<file path="src/rtl/count_sequencer_pkg.sv">
// Shared encodings for the count sequencer: FSM states, BCD terminal counts and
// the per-cycle button command bundle.
package count_sequencer_pkg;

   typedef enum logic [1:0] {
      ST_IDLE  = 2'd0,
      ST_RUN   = 2'd1,
      ST_PAUSE = 2'd2,
      ST_DONE  = 2'd3
   } state_e;

   localparam logic [7:0] BCD_MAX = 8'h99;
   localparam logic [7:0] BCD_MIN = 8'h00;

   typedef struct packed {
      logic clear;
      logic start;
      logic dir;
   } btn_cmd_t;

   // Count value at which a step in the given direction would leave the 00..99 range.
   function automatic logic is_terminal(input logic up, input logic [7:0] cnt);
      return up ? (cnt == BCD_MAX) : (cnt == BCD_MIN);
   endfunction

endpackage

</file>
<file path="src/rtl/count_sequencer_btn_debounce.sv">
// Raw push-button conditioner: 2-FF synchronizer, stability filter and a single-cycle
// press pulse on each rising edge of the filtered level.
module count_sequencer_btn_debounce #(
   parameter int unsigned DEB_CYCLES = 500_000
) (
   input  logic clk,
   input  logic reset,
   input  logic btn_raw,
   output logic press
);

   localparam int unsigned DEB_W = $clog2(DEB_CYCLES + 1);
   localparam logic [DEB_W-1:0] DEB_LAST = DEB_W'(DEB_CYCLES - 1);

   logic             sync1_q, sync1_d;
   logic             sync2_q, sync2_d;
   logic             db_q, db_d;
   logic             db_prev_q, db_prev_d;
   logic             press_q, press_d;
   logic [DEB_W-1:0] cnt_q, cnt_d;

   // Level only follows the synchronized input after DEB_CYCLES differing samples in a row.
   always_comb begin
      sync1_d   = btn_raw;
      sync2_d   = sync1_q;
      db_d      = db_q;
      cnt_d     = '0;
      db_prev_d = db_q;
      press_d   = db_q & ~db_prev_q;
      if (sync2_q != db_q) begin
         if (cnt_q == DEB_LAST) begin
            db_d = sync2_q;
         end else begin
            cnt_d = cnt_q + DEB_W'(1);
         end
      end
   end

   always_ff @(posedge clk) begin
      if (reset) begin
         sync1_q   <= 1'b0;
         sync2_q   <= 1'b0;
         db_q      <= 1'b0;
         db_prev_q <= 1'b0;
         press_q   <= 1'b0;
         cnt_q     <= '0;
      end else begin
         sync1_q   <= sync1_d;
         sync2_q   <= sync2_d;
         db_q      <= db_d;
         db_prev_q <= db_prev_d;
         press_q   <= press_d;
         cnt_q     <= cnt_d;
      end
   end

   assign press = press_q;

endmodule

</file>
<file path="src/rtl/count_sequencer.sv">
// Run/pause/direction/clear controller for the 2-digit BCD counter: conditions the three
// buttons, generates the step strobe and sequences IDLE/RUN/PAUSE/DONE.
module count_sequencer
   import count_sequencer_pkg::*;
#(
   parameter int unsigned STEP_DIV   = 50_000_000,
   parameter int unsigned DEB_CYCLES = 500_000,
   parameter int unsigned WRAP       = 1
) (
   input  logic       clk_50MHz,
   input  logic       reset,
   input  logic       btn_start,
   input  logic       btn_dir,
   input  logic       btn_clear,
   input  logic [7:0] count_in,
   output logic       step_en,
   output logic       step_up,
   output logic       cnt_clr,
   output logic [1:0] state,
   output logic       run_led
);

   localparam int unsigned PRESC_W = $clog2(STEP_DIV);
   localparam logic [PRESC_W-1:0] PRESC_LAST = PRESC_W'(STEP_DIV - 1);

   logic     start_p, dir_p, clear_p;
   btn_cmd_t cmd;

   count_sequencer_btn_debounce #(.DEB_CYCLES(DEB_CYCLES)) u_deb_start (
      .clk     (clk_50MHz),
      .reset   (reset),
      .btn_raw (btn_start),
      .press   (start_p)
   );

   count_sequencer_btn_debounce #(.DEB_CYCLES(DEB_CYCLES)) u_deb_dir (
      .clk     (clk_50MHz),
      .reset   (reset),
      .btn_raw (btn_dir),
      .press   (dir_p)
   );

   count_sequencer_btn_debounce #(.DEB_CYCLES(DEB_CYCLES)) u_deb_clear (
      .clk     (clk_50MHz),
      .reset   (reset),
      .btn_raw (btn_clear),
      .press   (clear_p)
   );

   assign cmd = '{clear: clear_p, start: start_p, dir: dir_p};

   state_e               state_q, state_d;
   logic [PRESC_W-1:0]   presc_q, presc_d;
   logic                 dir_q, dir_d;
   logic                 step_up_q, step_up_d;
   logic                 step_en_q, step_en_d;
   logic                 cnt_clr_q, cnt_clr_d;
   logic                 slot;
   logic                 step_ok;

   assign slot    = (state_q == ST_RUN) && (presc_q == PRESC_LAST);
   assign step_ok = (WRAP != 0) || !is_terminal(dir_q, count_in);

   // Next state, prescaler and strobes; clear beats start, dir is applied regardless.
   always_comb begin
      state_d   = state_q;
      presc_d   = presc_q;
      dir_d     = dir_q;
      step_en_d = 1'b0;
      cnt_clr_d = 1'b0;

      if (state_q == ST_RUN) begin
         presc_d = slot ? '0 : presc_q + PRESC_W'(1);
      end

      if (cmd.dir) begin
         dir_d = ~dir_q;
      end

      if (cmd.clear) begin
         state_d   = ST_IDLE;
         presc_d   = '0;
         cnt_clr_d = 1'b1;
      end else begin
         if (cmd.start) begin
            case (state_q)
               ST_IDLE: begin
                  state_d = ST_RUN;
                  presc_d = '0;
               end
               ST_RUN:   state_d = ST_PAUSE;
               ST_PAUSE: state_d = ST_RUN;
               default:  state_d = state_q;
            endcase
         end
         if (cmd.dir && (state_q == ST_DONE)) begin
            state_d = ST_PAUSE;
         end
         if (slot) begin
            if (step_ok) begin
               step_en_d = 1'b1;
            end else begin
               state_d = ST_DONE;
            end
         end
      end

      // While a step strobe is out, the direction pin shows the direction of that step.
      step_up_d = step_en_d ? dir_q : dir_d;
   end

   always_ff @(posedge clk_50MHz) begin
      if (reset) begin
         state_q   <= ST_IDLE;
         presc_q   <= '0;
         dir_q     <= 1'b1;
         step_up_q <= 1'b1;
         step_en_q <= 1'b0;
         cnt_clr_q <= 1'b0;
      end else begin
         state_q   <= state_d;
         presc_q   <= presc_d;
         dir_q     <= dir_d;
         step_up_q <= step_up_d;
         step_en_q <= step_en_d;
         cnt_clr_q <= cnt_clr_d;
      end
   end

   assign step_en = step_en_q;
   assign step_up = step_up_q;
   assign cnt_clr = cnt_clr_q;
   assign state   = state_q;
   assign run_led = (state_q == ST_RUN);

endmodule
</file>
<file path="config.mk">
export PLATFORM = sky130hd
export DESIGN_NAME = count_sequencer
export DESIGN_NICKNAME = d
export VERILOG_FILES = /design/src/rtl/count_sequencer_pkg.sv /design/src/rtl/count_sequencer_btn_debounce.sv /design/src/rtl/count_sequencer.sv
export SDC_FILE = /design/constraint.sdc
export NUM_CORES = 1
export LEC_CHECK = 0
export BUFFER_PORTS_ARGS = -buffer_cell sky130_fd_sc_hd__buf_2
export CAP_MARGIN = 10
export CORE_ASPECT_RATIO = 1.2
export CORE_MARGIN = 2
export CORE_UTILIZATION = 25
export CTS_BUF_LIST = sky130_fd_sc_hd__clkbuf_4 sky130_fd_sc_hd__clkbuf_8
export DETAILED_ROUTE_END_ITERATION = 6
export PLACE_DENSITY = 0.37
export SLEW_MARGIN = 20
export SYNTH_ARGS = -nofsm -noshare
export SYNTH_HDL_FRONTEND = slang
export SYNTH_SLANG_ARGS = --single-unit
export TNS_END_PERCENT = 30
</file>
<file path="constraint.sdc">
create_clock -name clk_50MHz -period 2.93 [get_ports clk_50MHz]
set_clock_uncertainty 0.2 [all_clocks]
set_input_delay 0.1465 -clock clk_50MHz [delete_from_list [all_inputs] [get_ports clk_50MHz]]
set_output_delay 0.1465 -clock clk_50MHz [all_outputs]
set_load 0.01 [all_outputs]
</file>
==> summary by stage, run 1 <==
Synthesis
The share of the synthesized netlist area taken by xor and xnor gates is 0.0918. Synthesis inferred about 100 register bits. The number of standard cells after synthesis is 522. The synthesized design contains 0 enable-type register cells.

The area of the mapped netlist is 0.00458 mm². The multiplexer share of the synthesized area is 0.00656. After synthesis, the share of flip-flops with an asynchronous set or reset is 0.

The share of synthesized cell area in and, or, nand and nor gates is 0.299. Of the synthesized area, sequential elements account for 0.455. The number of nets in the synthesized netlist is 539. The complex-gate fraction of the synthesized area was 0.107. After synthesis, the largest family of logic cells by area is simple AND/OR/NAND/NOR gates. The netlist uses 45 different library cells. The primary flip-flop cell chosen by synthesis mapping is dfxtp_1. For this run, the number of Yosys warnings is 0. The adder and majority cell fraction of the synthesized area is 0.0109.

The per-instance average area after synthesis is 8.77 µm².

Global routing
The overall fraction of global-route tracks in use is 0.108. The via count of the first global-routing pass came to 3,544. The total overflow left after global routing is 0.

Entering global routing, the biggest net connects 20 pins. The initial antenna violation count is 0. The global-route wire length before repair is 17,100 µm.

Detailed routing
Before antenna repair, the detailed router went through 4 iterations. The number of DRC violations after detailed routing is 0. Dividing the detail-routed via count by the number of cells gives 4.86. The detailed-route via count is 3,716.

For this block, the initial DRC count from the detailed router was 131. The detail route stage leaves a number of antenna-violating nets equal to 0. After detailed routing, the average wire length per cell comes to 13.0 µm. Summed over all layers, the routed wires come to 9970 µm.

Floorplan
Row generation in the floorplan step produced between 50 and 60 rows. The height of the chip is 152 µm. The die span in x is 128 µm.

The die covers around 0.019 mm². For this configuration, the core starts out at a cell density of 0.254. The number of ports placed on the die boundary is 19.

After floorplanning, the core was sized to cover 0.0180 mm².

STA
The transition at the pin with the smallest max-transition slack is 0.502 ns. Static timing analysis puts the maximum clock frequency at 427 MHz. The final count of pins violating max slew is 0. Subtracting the final worst setup slack from the clock period gives 2.34 ns.

Of the available clock period, the critical path in the final layout requires 0.799. In the final timing run, aggregate negative setup slack is 0 ns. The worst pin sits at a relative slew slack of 0.664. Setup violations remaining at the end of the flow were counted as 0. After layout, the worst setup slack is 0.588 ns. Setup repair after global routing left no endpoint under its margin. The number of endpoints with negative hold slack in the final report is 0.

Placement
Buffers placed on the I/O ports in this run total 10. Routability-driven placement finished with a final weighted congestion of about 0.74. The detailed placement HPWL is 6920 µm. Before CTS, the worst setup slack after placement is between 0.5 and 0.6 ns.

CTS
The clock insertion delay at the later pin of the skew report is between 0.3 and 0.4 ns. The number of buffers created by CTS is 9. CTS built an H-tree with a depth of 3. In this run the clock root is driven by a clkbuf_8. The TritonCTS clock tree is built. The maximum count of clock buffers along a single path is 2. The sink count of the clock tree is 104. Clock-pin slew was measured on the worst setup and hold paths at 0.09 ns.

Setup path
The highest net fanout along the worst path is 18. For the worst setup path, the data required time is 2.98 ns. For this run, the slowest stage of the critical path takes 0.74 ns.

The slowest cell on the critical path is or4_1. The kind of end point of the critical path is a flop. The critical path startpoint category is a flop. The category of the most critical setup path is flop to flop. The arrival time at the worst endpoint is between 2 and 2.5 ns. Walking the worst path, the cells encountered are ha_1 -> nand4b_1 -> or4_1 -> o21bai_4 -> a21oi_1.

Power and ir drop
The worst vdd rail ir drop is 0.154 mV. The static leakage is 1.51 nW. For this design the ratio of total power to cell area is 455 mW/mm².

Finish
The post-synthesis to final-layout area growth is 12.1%. Leaving out fill and tap cells, the most frequent cell in the layout is dfxtp_1. The fraction of layout cells with a size suffix above 1 is 0.0869. The final standard cell utilization of the core is 0.285. Leaving out fill and tap cells, the most frequent cells in the layout are dfxtp_1, nor2_1, nand2_1, a21oi_1, xor2_1. At the end of the flow, the number of nets in the layout was 555. The repair_antennas step left the layout with diodes totalling 0.

Outcome
The run finished with clean final reports.

Min path
The type of the most critical hold path is flop to flop.

Job
The max-cap check violation count is 0.
worst paths after layout:
kind | cells past startpoint | from | end | slack (ns)
setup reg to reg | 5 | presc_q[1] | presc_q[25] | 0.59
setup / recovery | 5 | presc_q[1] | presc_q[25] | 0.59
hold / removal | 1 | u_deb_clear.db_prev_q | u_deb_clear.press | 0.18
hold reg to reg | 1 | u_deb_clear.db_prev_q | u_deb_clear.press | 0.18
final cells by class:
class                   count  area, µm²
inverters                  18       67.6
flip-flops and latches    104       2080
well taps                 224        280
fillers                  1885      12900
multi-input cells         382       2360
repair buffers             23        165
clock buffers              14        180
what timing repair did:
action / 4_1_cts / 5_1_grt
gates resized for setup: 0 / 0
hold buffers: 7 / 0
hold endpoints to repair: 12 / 0
setup buffers: 0 / 0
critical path: cells and delay by family (launching register included):
family          cells  cell delay (ns)
simple gates        2             0.88
compound gates      2             0.58
flops               1             0.36
fa+ha+maj           1             0.19
logic make-up after synthesis:
group / count (synthesis)
and+or+nand+nor: 248
DFF: 104
AOI/OAI and AO/OA: 79
xor gates and xnor gates: 48
buffers and inverters: 36
adders and majority gates: 4
muxes: 3
power breakdown:
| part | total (W) | switching, W | internal, W |
|---|---|---|---|
| Combinational | 0.0000390 | 0.0000228 | 0.0000162 |
| Clock | 0.000875 | 0.000485 | 0.000390 |
| Sequential | 0.00142 | 0.00000256 | 0.00142 |
registers in the layout (all words and copies together) (netlist names), 2 cells and up:
signal / count
presc_q: 26
state: 2
u_deb_clear.cnt_q: 19
u_deb_dir.cnt_q: 19
u_deb_start.cnt_q: 19
per-layer routing:
metal / wire [µm] / vias up / track usage
met4: 218 / 0 / 0.0555
met3: 198 / 15 / 0.0228
met1: 4840 / 1775 / 0.136
met5: 0 / - / 0
met2: 4710 / 30 / 0.173
li1: - / 1896 / -
cell usage after synthesis, drive strengths merged, types with 7 or more instances:
library cell,n,area share
dfxtp,104,0.45
nor2,59,0.048
nand2,36,0.030
a21oi,34,0.037
xor2,25,0.048
nand3,24,0.027
xnor2,23,0.044
or4,22,0.036
nand4,20,0.029
inv,18,0.015
o31ai,18,0.030
o21ai,16,0.017
or3,16,0.023
clkbuf,14,0.011
nor2b,13,0.018
nor4,13,0.018
nor3,10,0.011
or2,7,0.0096
per-stage QoR:
step | total power [W] | hold slack, ns | instance area (µm²) | std cells
floorplan | 0.00147 | 0.0256 | 4580 | 522
global placement | 0.00149 | 0.161 | 4880 | 744
detailed placement | 0.00149 | 0.164 | 4880 | 744
CTS | 0.00239 | 0.186 | 5130 | 765
global route | 0.00244 | 0.201 | 5130 | 765
finish | 0.00233 | 0.184 | 5130 | 765
Note: power is estimated with default switching activity, not from simulation.
==> run 2, diff against run 1 <==
--- a/config.mk
+++ b/config.mk
@@ -5,6 +5,7 @@
 export SDC_FILE = /design/constraint.sdc
 export NUM_CORES = 1
 export LEC_CHECK = 0
+export ABC_AREA = 1
 export BUFFER_PORTS_ARGS = -buffer_cell sky130_fd_sc_hd__buf_2
 export CAP_MARGIN = 10
 export CORE_ASPECT_RATIO = 1.2
==> constraint.sdc (replaced) <==
create_clock -name clk_50MHz -period 2.2 [get_ports clk_50MHz]
set_clock_uncertainty 0.2 [all_clocks]
set_input_delay 0.11 -clock clk_50MHz [delete_from_list [all_inputs] [get_ports clk_50MHz]]
set_output_delay 0.11 -clock clk_50MHz [all_outputs]
set_load 0.01 [all_outputs]
==> summary by stage, run 2 <==
Min path
The type of the most critical hold path is flop to flop.

Setup path
The source of the critical timing path is u_deb_dir.cnt_q[1]. In this run the worst setup path terminates at u_deb_dir.cnt_q[11]. The worst register-to-register path ends at u_deb_dir.cnt_q[11]. The arrival time at the worst endpoint is around 2.0 ns. The worst setup path is captured at a flop. The critical path goes through ha_1 -> nand3_2 -> nor3_1 -> nand2_1 -> nand2_2 -> nor2_1. The worst register-to-register path has a depth of 6.

The slowest cell on the critical path is dfxtp_1. The worst setup path is of the flop to flop kind. The worst register-to-register path begins at u_deb_dir.cnt_q[1]. The highest net fanout along the worst path is 18. The worst setup path is launched from a flop. In this design, the stage delay of the slowest critical-path cell is 0.36 ns. The data required time of the worst path is 2.26 ns. The internal reg-to-reg setup slack is between 0.2 and 0.3 ns.

Synthesis
In this run, distinct cell masters in the synthesized netlist total 32. The adder and majority cell fraction of the synthesized area is 0.00988. The library cell with the largest summed area after synthesis is dfxtp_1. The complex-gate fraction of the synthesized area is 0.0467.

Yosys printed 0 warnings. The most repeated cell in the gate-level netlist after synthesis is nand2_1. The total of flip-flops plus latches after synthesis is 104. The sequential cell area fraction in the yosys report is 0.411. The per-instance average area after synthesis is 6.71 µm². The primary flip-flop cell chosen by synthesis mapping is dfxtp_1. The main combinational cell family by area after synthesis is simple AND/OR/NAND/NOR gates. In the post-synthesis netlist, the biggest area contributors are dfxtp_1, nand2_1, nor2_1, inv_1, nand3_1.

The fraction of registers with async set/reset is 0. The area of the mapped netlist is just over 0.005 mm². The share of the synthesized netlist area taken by xor and xnor gates is 0.0605.

Synthesis produced a netlist with a net count of 772. The number of flops mapped to enable cells by yosys is 0. By count the netlist is led by nand2_1, nor2_1, dfxtp_1. Of the post-synthesis cell area, the dominant cell type holds 0.411. Measured against the total synthesized area, the mux share comes to 0. The share of synthesized cell area in and, or, nand and nor gates is 0.398. The number of standard cells after synthesis is 755.

Finish
The fraction of layout cells with a size suffix above 1 is 0.0776. In the layout the commonest cells are nand2_1, nor2_1, dfxtp_1, inv_1, nand3_1. Leaving out fill and tap cells, the most frequent cell in the layout is nand2_1. The footprint of the flip-flops and latches is 0.00208 mm².

The multi-input combinational cells in the finished layout cover a total of 0.00261 mm². The final net count is 799. After filler insertion, the fill cell instance count of the layout stands at 2,210. The post-synthesis to final-layout area growth is 12.5%. The area of all placed cells without fillers is 0.00570 mm². The non-filler instance count after layout is 1,051. The largest register by flop count is presc_q. The diode insertion count for antenna repair is 0. The final standard cell utilization of the core is 0.284. The number of flip-flops in the largest register is 26.

CTS
In this run the deepest clock path goes through 2 buffers. The deepest level of the CTS H-tree is 3. The clock insertion delay at the later pin of the skew report is 0.39 ns. After clock tree synthesis, the clock-pin slew on the worst setup and hold paths is 0.10 ns. The sink count of the clock tree is about 100. The buffer type at the clock tree root is clkbuf_8. The TritonCTS clock tree is built. Buffers inserted during clock tree synthesis total 9. The number of gates given a new drive strength after cts is 0.

Detailed routing
After detailed routing, the number of remaining DRC violations is 0. Dividing the detail-routed via count by the number of cells gives 4.30. In the final routed layout, each cell accounts on average for 11.2 µm. The routed layout has 4,518 vias.

The total length of routed wires is around 12,000 µm. The number of detailed-routing iterations run before antenna repair is 4. Once detail routing completed, the nets flagged for antenna violations numbered 0. For this block, the initial DRC count from the detailed router was 210.

Placement
Once placement finished, the instance area stood at 0.00545 mm². Once detailed placement completed, the half-perimeter wirelength came to 8810 µm. The total placed cells including tap cells is 1,029.

Buffers placed on the I/O ports in this run total 10. The weighted congestion at the end of routability-driven global placement is 0.821.

Floorplan
Row generation in the floorplan step produced 57 rows. The initial utilization of the core area, before any placement, comes to 0.253. The die covers 0.0214 mm². The region available for standard cell placement spans 0.0200 mm². The number of ports placed on the die boundary is 19. Measured along the y axis, the die boundary spans approximately 160 µm.

The floorplan step set the die width to 134 µm.

Global routing
The residual overflow from global routing is 0. The largest net degree at the start of global routing is 19. Across every metal layer, demand over resource in global routing totals 0.116. The initial antenna violation count is 0. The via count of the first global-routing pass is about 4.4k.

The global-route wire length before repair is 20,100 µm.

Power and ir drop
VDD sags by at most 0.251 mV. For this design the static power due to leakage is 1.94 nW. The power after layout is 0.00311 W.

For this design the ratio of total power to cell area is between 500 and 600 mW/mm².

STA
In the finished design, the share of the clock period the worst path needs comes to 0.869. In this run the tightest slew margin relative to its limit is 0.731. Setup repair after global routing left no endpoint under its margin. Setup violations remaining at the end of the flow were counted as 0. The transition at the pin with the smallest max-transition slack is 0.403 ns. The final count of pins violating max slew is 0. The worst path in the final design needs a cycle of 1.91 ns, including I/O delays and setup. Setup total negative slack on the finished layout was measured at 0 ns.

Based on the critical path, the design can be clocked at up to 523 MHz. The number of endpoints with negative hold slack in the final report is 0.

Job
The max-cap check violation count is 0.

Outcome
The run finished with clean final reports.
==> run 2: cell types whose count changed after synthesis, moves of 18 or more <==
cell     change
nand3_1     +26
nand2_1    +150
o31ai_1     -18
or4_1       -22
inv_1       +62
nor2_1     +122
==> run 2: per-stage QoR <==
step	hold slack, ns	worst slack (ns)
finish	0.194	0.289
global route	0.212	0.0607
CTS	0.194	0.274
detailed placement	0.121	0.289
global placement	0.119	0.312
floorplan	-0.0120	0.493
==> run 2: worst min-delay path by stage <==
stage | cells after the start | startpoint | endpoint
detailed placement | 3 | btn_dir | u_deb_dir.sync1_q
CTS | 1 | u_deb_dir.db_prev_q | u_deb_dir.press
floorplan | 1 | reset | u_deb_clear.press
global placement | 3 | btn_clear | u_deb_clear.sync1_q
finish | 1 | u_deb_start.db_prev_q | u_deb_start.press
global route | 1 | u_deb_clear.db_prev_q | u_deb_clear.press
==> run 2: final cells by class <==
type                            count  area share
Inverter                           85      0.0560
Tap cell                          265      0.0582
Sequential cell                   104       0.365
Clock buffer                       12      0.0279
Timing Repair Buffer               23      0.0312
Clock inverter                      3     0.00307
Multi-Input combinational cell    559       0.458
==> run 2: routing by layer <==
layer  vias to the layer above  track usage  routed length, µm
li1                       2411            -                  -
met1                      2043        0.146               5810
met2                        48        0.191               5390
met3                        16       0.0178                240
met4                         0       0.0575                287
met5                         -            0                  0
==> run 2: cells by family after synthesis <==
logic type	count (synthesis)
AOI/OAI and AO/OA	44
xor gates and xnor gates	35
adders and majority gates	4
buffers and inverters	92
DFF	104
and+or+nand+nor	476
==> run 2: report_power, final <==
part | switching (W) | internal [W]
Sequential | 0.00000318 | 0.00189
Clock | 0.000682 | 0.000478
Combinational | 0.0000381 | 0.0000241
Total | 0.000723 | 0.00239
==> run 2: critical path: cells and delay by family (launching register included) <==
| kind | cells | cell delay (ns) |
|---|---|---|
| simple gates | 5 | 0.97 |
| fa+ha+maj | 1 | 0.26 |
| flops | 1 | 0.36 |
==> run 2: timing repair <==
| action | in CTS | in global routing |
|---|---|---|
| endpoints found under the hold margin | 23 | 0 |
| setup buffers | 0 | 0 |
| hold buffers | 7 | 0 |
